**src/rtl/regfile_pkg.sv**
```systemverilog
// Shared widths, address type and helpers for the integer register file.
package regfile_pkg;

    localparam int XLEN       = 32;
    localparam int NREG       = 32;
    localparam int REG_ADDR_W = $clog2(NREG);

    typedef logic [REG_ADDR_W-1:0] reg_addr_t;
    typedef logic [XLEN-1:0]       xlen_t;
    typedef xlen_t [NREG-1:0]      reg_array_t;

    localparam reg_addr_t ZERO_REG = reg_addr_t'(0);

    // Only false when NREG is not a power of two and the address falls past the last register.
    function automatic logic addr_valid(input reg_addr_t a);
        return int'(a) < NREG;
    endfunction

endpackage

```
**src/rtl/regfile_rdport.sv**
```systemverilog
// One combinational read port: x0 and out-of-range read zero, a live write bypasses storage.
module regfile_rdport
    import regfile_pkg::*;
(
    input  reg_addr_t  addr,
    input  reg_array_t regs,
    input  reg_addr_t  rd,
    input  xlen_t      indata,
    input  logic       wr_en,
    output xlen_t      value
);

    always_comb begin
        value = '0;
        if (addr == ZERO_REG || !addr_valid(addr)) begin
            value = '0;
        end else if (wr_en && rd == addr) begin
            value = indata;
        end else begin
            value = regs[addr];
        end
    end

endmodule

```
**src/rtl/regfile.sv**
```systemverilog
// RV32 integer register file: two async read ports with write bypass, one sync write port.
module regfile
    import regfile_pkg::*;
(
    input  logic      CLK,
    input  logic      RST_N,
    input  reg_addr_t rs1,
    input  reg_addr_t rs2,
    input  reg_addr_t rd,
    input  xlen_t     indata,
    input  logic      RegWrite,
    output xlen_t     rs1_value,
    output xlen_t     rs2_value
);

    reg_array_t regs_q;
    logic       wr_en;

    // Gating with reset keeps the bypass from leaking writeback data while the file is held clear.
    assign wr_en = RegWrite & RST_N;

    always_ff @(posedge CLK or negedge RST_N) begin
        if (!RST_N) begin
            regs_q <= '0;
        end else if (RegWrite && rd != ZERO_REG && addr_valid(rd)) begin
            regs_q[rd] <= indata;
        end
    end

    regfile_rdport u_rd1 (
        .addr   (rs1),
        .regs   (regs_q),
        .rd     (rd),
        .indata (indata),
        .wr_en  (wr_en),
        .value  (rs1_value)
    );

    regfile_rdport u_rd2 (
        .addr   (rs2),
        .regs   (regs_q),
        .rd     (rd),
        .indata (indata),
        .wr_en  (wr_en),
        .value  (rs2_value)
    );

endmodule

```
**config.mk**
```make
export PLATFORM = sky130hd
export DESIGN_NAME = regfile
export DESIGN_NICKNAME = d
export VERILOG_FILES = /design/src/rtl/regfile_pkg.sv /design/src/rtl/regfile_rdport.sv /design/src/rtl/regfile.sv
export SDC_FILE = /design/constraint.sdc
export NUM_CORES = 2
export LEC_CHECK = 0
export ABC_AREA = 0
export CORE_MARGIN = 2
export CORE_UTILIZATION = 57
export CTS_CLUSTER_DIAMETER = 100
export DETAILED_ROUTE_END_ITERATION = 7
export MAX_ROUTING_LAYER = met4
export PLACE_DENSITY = 0.77
export SETUP_SLACK_MARGIN = 0.15
export SYNTH_ARGS = -nofsm -noshare
export SYNTH_HDL_FRONTEND = slang
export SYNTH_SLANG_ARGS = --single-unit
```
**constraint.sdc**
```tcl
create_clock -name CLK -period 2.54 [get_ports CLK]
set_input_delay 0.508 -clock CLK [delete_from_list [all_inputs] [get_ports CLK]]
set_output_delay 0.508 -clock CLK [all_outputs]
set_load 0.005 [all_outputs]
```
[After elaboration in Yosys (flattened, before gate mapping)]
Index checks and enable logic that the tools add are counted.
Storage, ports and cells
  input bits: 50
  flip-flop bits (word level): 1024
Operators by class
  muxes and demuxes: 11
  magnitude comparators: 4
  equal/unequal tests: 2
  bitwise operators: 1
  reduce and logical (&&, ||, !) cells: 7
Operators with widths (count)
  1024-bit bitwise mux: 1
  32-bit binary-select mux with 5-bit select: 2
  32-bit two-way mux: 7
  32-bit demux with 5-bit select: 1
  5-bit by 6-bit < comparator with 1-bit output (second input constant): 3
  5-bit == test: 2
  5-bit logical NOT: 2
  5-bit by 1-bit greater-or-equal comparator with 1-bit output (second input constant): 1
  5-bit nonzero test: 1
  1-bit logical AND: 4
  1-bit bitwise AND: 1

[Longest topological paths before layout]
  depth in word-level cells: 5
  gate-level depth with buffers: 9
  mapped depth without buffers: 5

[Modules after synthesis]
From an unflattened synthesis, not the netlist that was laid out.
Second synthesis, totals
  cells, all modules: 3992
  area, all modules: 56261.5 um2
Modules (own cells, without submodules)
  regfile: times used 1, area an instance 38081.5 um2, cells each 2288
  regfile_rdport: times used 2, area an instance 9090.0 um2, cells each 852

[Least setup slack after synthesis]
Ideal clock, no wire load.
  path kind: input port to output port
  start: in rs1[0]
  end: out rs1_value[20]
  setup slack: -94 ps
  path buffers: 3
  arrival: 2126 ps
  stages: 7
  path through: buf_4 > buf_6 > buf_2 > mux4_2 > mux2i_1 > a21oi_1 > a221o_1
Between the ends
  cells in the longest elaborated chain, start to end: 4
Ends and longest elaborated chain
  start: declaration: line regfile.sv:7  | input reg_addr_t rs1,
  32-bit binary-select mux with 5-bit select / 5-bit == test (equally long branches): line regfile_rdport.sv:20, regfile_rdport.sv:17
  32-bit two-way mux (implied by the code) / 1-bit logical AND (equally long branches): line regfile_rdport.sv:20, regfile_rdport.sv:17
  32-bit two-way mux: line regfile_rdport.sv:17  | end else if (wr_en && rd == addr) begin
  32-bit two-way mux *: line regfile_rdport.sv:15  | if (addr == ZERO_REG || !addr_valid(addr)) begin
  end: declaration: line regfile.sv:12  | output xlen_t rs1_value,
Mark *: on every way between the ends. The rest lies on a longest branch, timed or not. The select of a mux whose other input is x is not followed.

[Final worst setup path]
  start: reg regs_q[736] (netlist name)
  end: out rs1_value[0]
Between the ends
  cells in the longest elaborated chain, start to end: 4
Ends and longest elaborated chain
  start: declaration: line regfile.sv:16  | reg_array_t regs_q;
  start signal: indexed assignment: line regfile.sv:26  | regs_q[rd] <= indata;
  32-bit binary-select mux with 5-bit select: line regfile_rdport.sv:20  | value = regs[addr];
  32-bit two-way mux (implied by the code): line regfile_rdport.sv:20
  32-bit two-way mux: line regfile_rdport.sv:17
  32-bit two-way mux: line regfile_rdport.sv:15
No other way between the ends. The select of a mux whose other input is x is not followed.

==> run_results.csv <==
group,metric,value,unit
outcome,outcome,"finished, violations left",
outcome,violations,"setup timing",
synth,syn_avg_cell_area,14.5,um^2
layout,largest_reg_flops,1024,
hold_path,hold_path_class,"input pin to async pin",
sta,timing.fmax,320,MHz
sta,hold_violations,0,
synth,synthesis.area,55300,um^2
sta,worst_slack,-0.583,ns
setup_path,cp_max_fo,2,
grt,grt_pass1_vias,43200,
power_and_ir_drop,finalPower,0.0516,W
synth,ys.flop_type,"dfrtp_1",
placement,post-dp-hpwl,116000,um
sta,worst_pin_slew,1.07,ns
sta,max_slew_margin,0.284,
synth,async_flop_share,1.00,
setup_path,crit_start,"regs_q[736]",
setup_path,rr_startpoint,"regs_q[493]",
layout,largest_register,"regs_q",
synth,synth.top_cells.by_count,"dfrtp_1, mux2_2, mux4_2",
synth,yosysSeqAreaShare,0.463,
grt,grt_pass1_wl,284000,um
synth,syn_nets,3855,
grt,grt_max_degree,185,
synth,synth_most_common_cell,"dfrtp_1",
synth,synth_edf_count,0,
routing,num_vias,41400,
sta,finalClockSkew,0,ns
routing,wl_per_cell,33.7,um
grt,grt_usage,0.400,
run,maxCapViolCount,0,
placement,gp_congestion,0.934,
setup_path,start_kind,"flip-flop",
layout,final_cells,5790,
routing,avgViaCountPerCell,7.15,
die,fp-row-count,114,
layout,areaGrowthSynthToFinish,27.8,%
layout,nNetsFinal,4474,
setup_path,path_class,"flip-flop to output pin",
cts,cts_tree,"done",
placement,dp.cells,5428,
synth,synth_top_cell_by_area,"dfrtp_1",
routing,drc,0,
placement,port_buffers,113,
cts,root_buffer,"clkbuf_16",
layout,top_regs,"regs_q (1024)",
grt,overflow,0,
routing,firstDrtPassIters,5,
die,die_x,316,um
routing,drtIter0Drc,4962,
die,dieHeight,316,um
synth,synth.top_cell.area_share,0.463,
cts,numClockSinks,1024,
power_and_ir_drop,ir_worst_vdd,619,uV
setup_path,arrival,2.62,ns
sta,period_share,1.23,
synth,synthDistinctLibCells,50,
power_and_ir_drop,power_density,729,nW/um^2
sta,period_needed,3.12,ns
synth,synth_seq_cells,1024,
sta,final_max_slew_viol_count,0,
grt,antenna_found_initial,3,
layout,drive_gt1_frac,0.635,
sta,rsz0062_at_grt,"true",
routing,routed_wl,195000,um
die,initial_utilization,0.574,
cts,cts_max_level,3,
cts,cts.clk_slew.worst_paths,0.07,ns
synth,synth_warnings,0,
power_and_ir_drop,cellLeakagePower,31.1,nW
setup_path,endpoint_kind,"output pin",
die,dieArea,99500,um^2
die,core,96400,um^2
cts,numCtsBuffers,106,
synth,syn_inst,3805,
synth,synth_top_cells_by_area,"dfrtp_1, mux2_2, mux4_2, mux2i_1, clkbuf_1",
cts,clk_latency,0.69,ns
routing,drtAntennaViolNets,0,
cts,cts_buffer_depth,3,
sta,finalSetupViolCount,64,
setup_path,required,2.03,ns
layout,fin_util,0.733,
die,ioPinCount,114,
-- worst paths after layout --
check | end | slack, ns | depth (start not counted)
max | rs1_value[0] | -0.58 | 6
min | regs_q[516] | 0.02 | 3
max reg2reg | regs_q[493] | 1.40 | 4
min reg2reg | regs_q[7] | 0.40 | 0
max in group asynchronous | regs_q[582] | 0.72 | 4
min in group CLK | regs_q[7] | 0.40 | 0
-- kinds of logic after synthesis --
logic type / share of synthesized area
XOR/XNOR: 0.00156
buffers and inverters: 0.0392
AO/OA/AOI/OAI: 0.0558
AND/OR/NAND/NOR: 0.0244
flip-flops: 0.463
multiplexers: 0.416
-- cells in the final DEF, fill, tap and decap left out, types with 38 or more instances in the layout --
cell       count
a21oi_1       38
buf_2         58
clkbuf_16    111
mux2i_1      209
mux2_2      1005
mux4_2       413
buf_6         82
a221o_1       54
dfrtp_1     1024
buf_12       170
buf_4        549
a22oi_2       45
a21oi_2       51
-- power breakdown --
part / switching [W] / internal [W]
logic: 0.00541 / 0.00769
clock network: 0.00682 / 0.00977
registers: 0.00245 / 0.0194
-- per-stage QoR --
step / TNS, ns / instance area [um^2] / hold WS, ns / setup slack (ns)
floorplan: 0 / 55800 / 0.212 / 0.0471
global placement: -110.61 / 63200 / 0.378 / -1.10
detailed placement: -120.83 / 63200 / 0.382 / -1.09
CTS: -24.93 / 69900 / 0.128 / -0.535
global route: -29.18 / 70700 / 0.117 / -0.623
finish: -26.93 / 70700 / 0.0180 / -0.583
-- layout make-up --
| cell class | instances | area [um^2] |
|---|---|---|
| antenna | 5 | 12.5 |
| clock buffer | 154 | 3110 |
| clock inverter | 39 | 542 |
| fill | 5656 | 25700 |
| inverter | 2 | 11.3 |
| multi-input combinational | 2340 | 29500 |
| sequential | 1024 | 25600 |
| tap | 1276 | 1600 |
| timing repair buffer | 950 | 10300 |
-- layer usage --
layer | global-route usage | wire length [um] | vias up
met1 | 0.511 | 70700 | 21700
li1 | - | - | 16000
met2 | 0.578 | 87500 | 2864
met4 | 0.220 | 13400 | 0
met5 | - | 0 | -
met3 | 0.117 | 23500 | 893
-- critical path, cell delays in order, from the launching register on --
cell and delay [ns]:
dfrtp_1 0.39, buf_4 0.14, mux4_2 0.50, mux2i_2 0.23
a21oi_2 0.11, a221o_1 0.41, buf_2 0.17
-- what timing repair did --
action	4_1_cts	5_1_grt
cloned	16	2
pin swaps	213	70
hold buffers	0	0
resized for setup	656	130
setup buffers	121	25
hold endpoints to repair	0	0
endpoints found under the setup margin	64	64
Power figures use the tool's default switching activity.
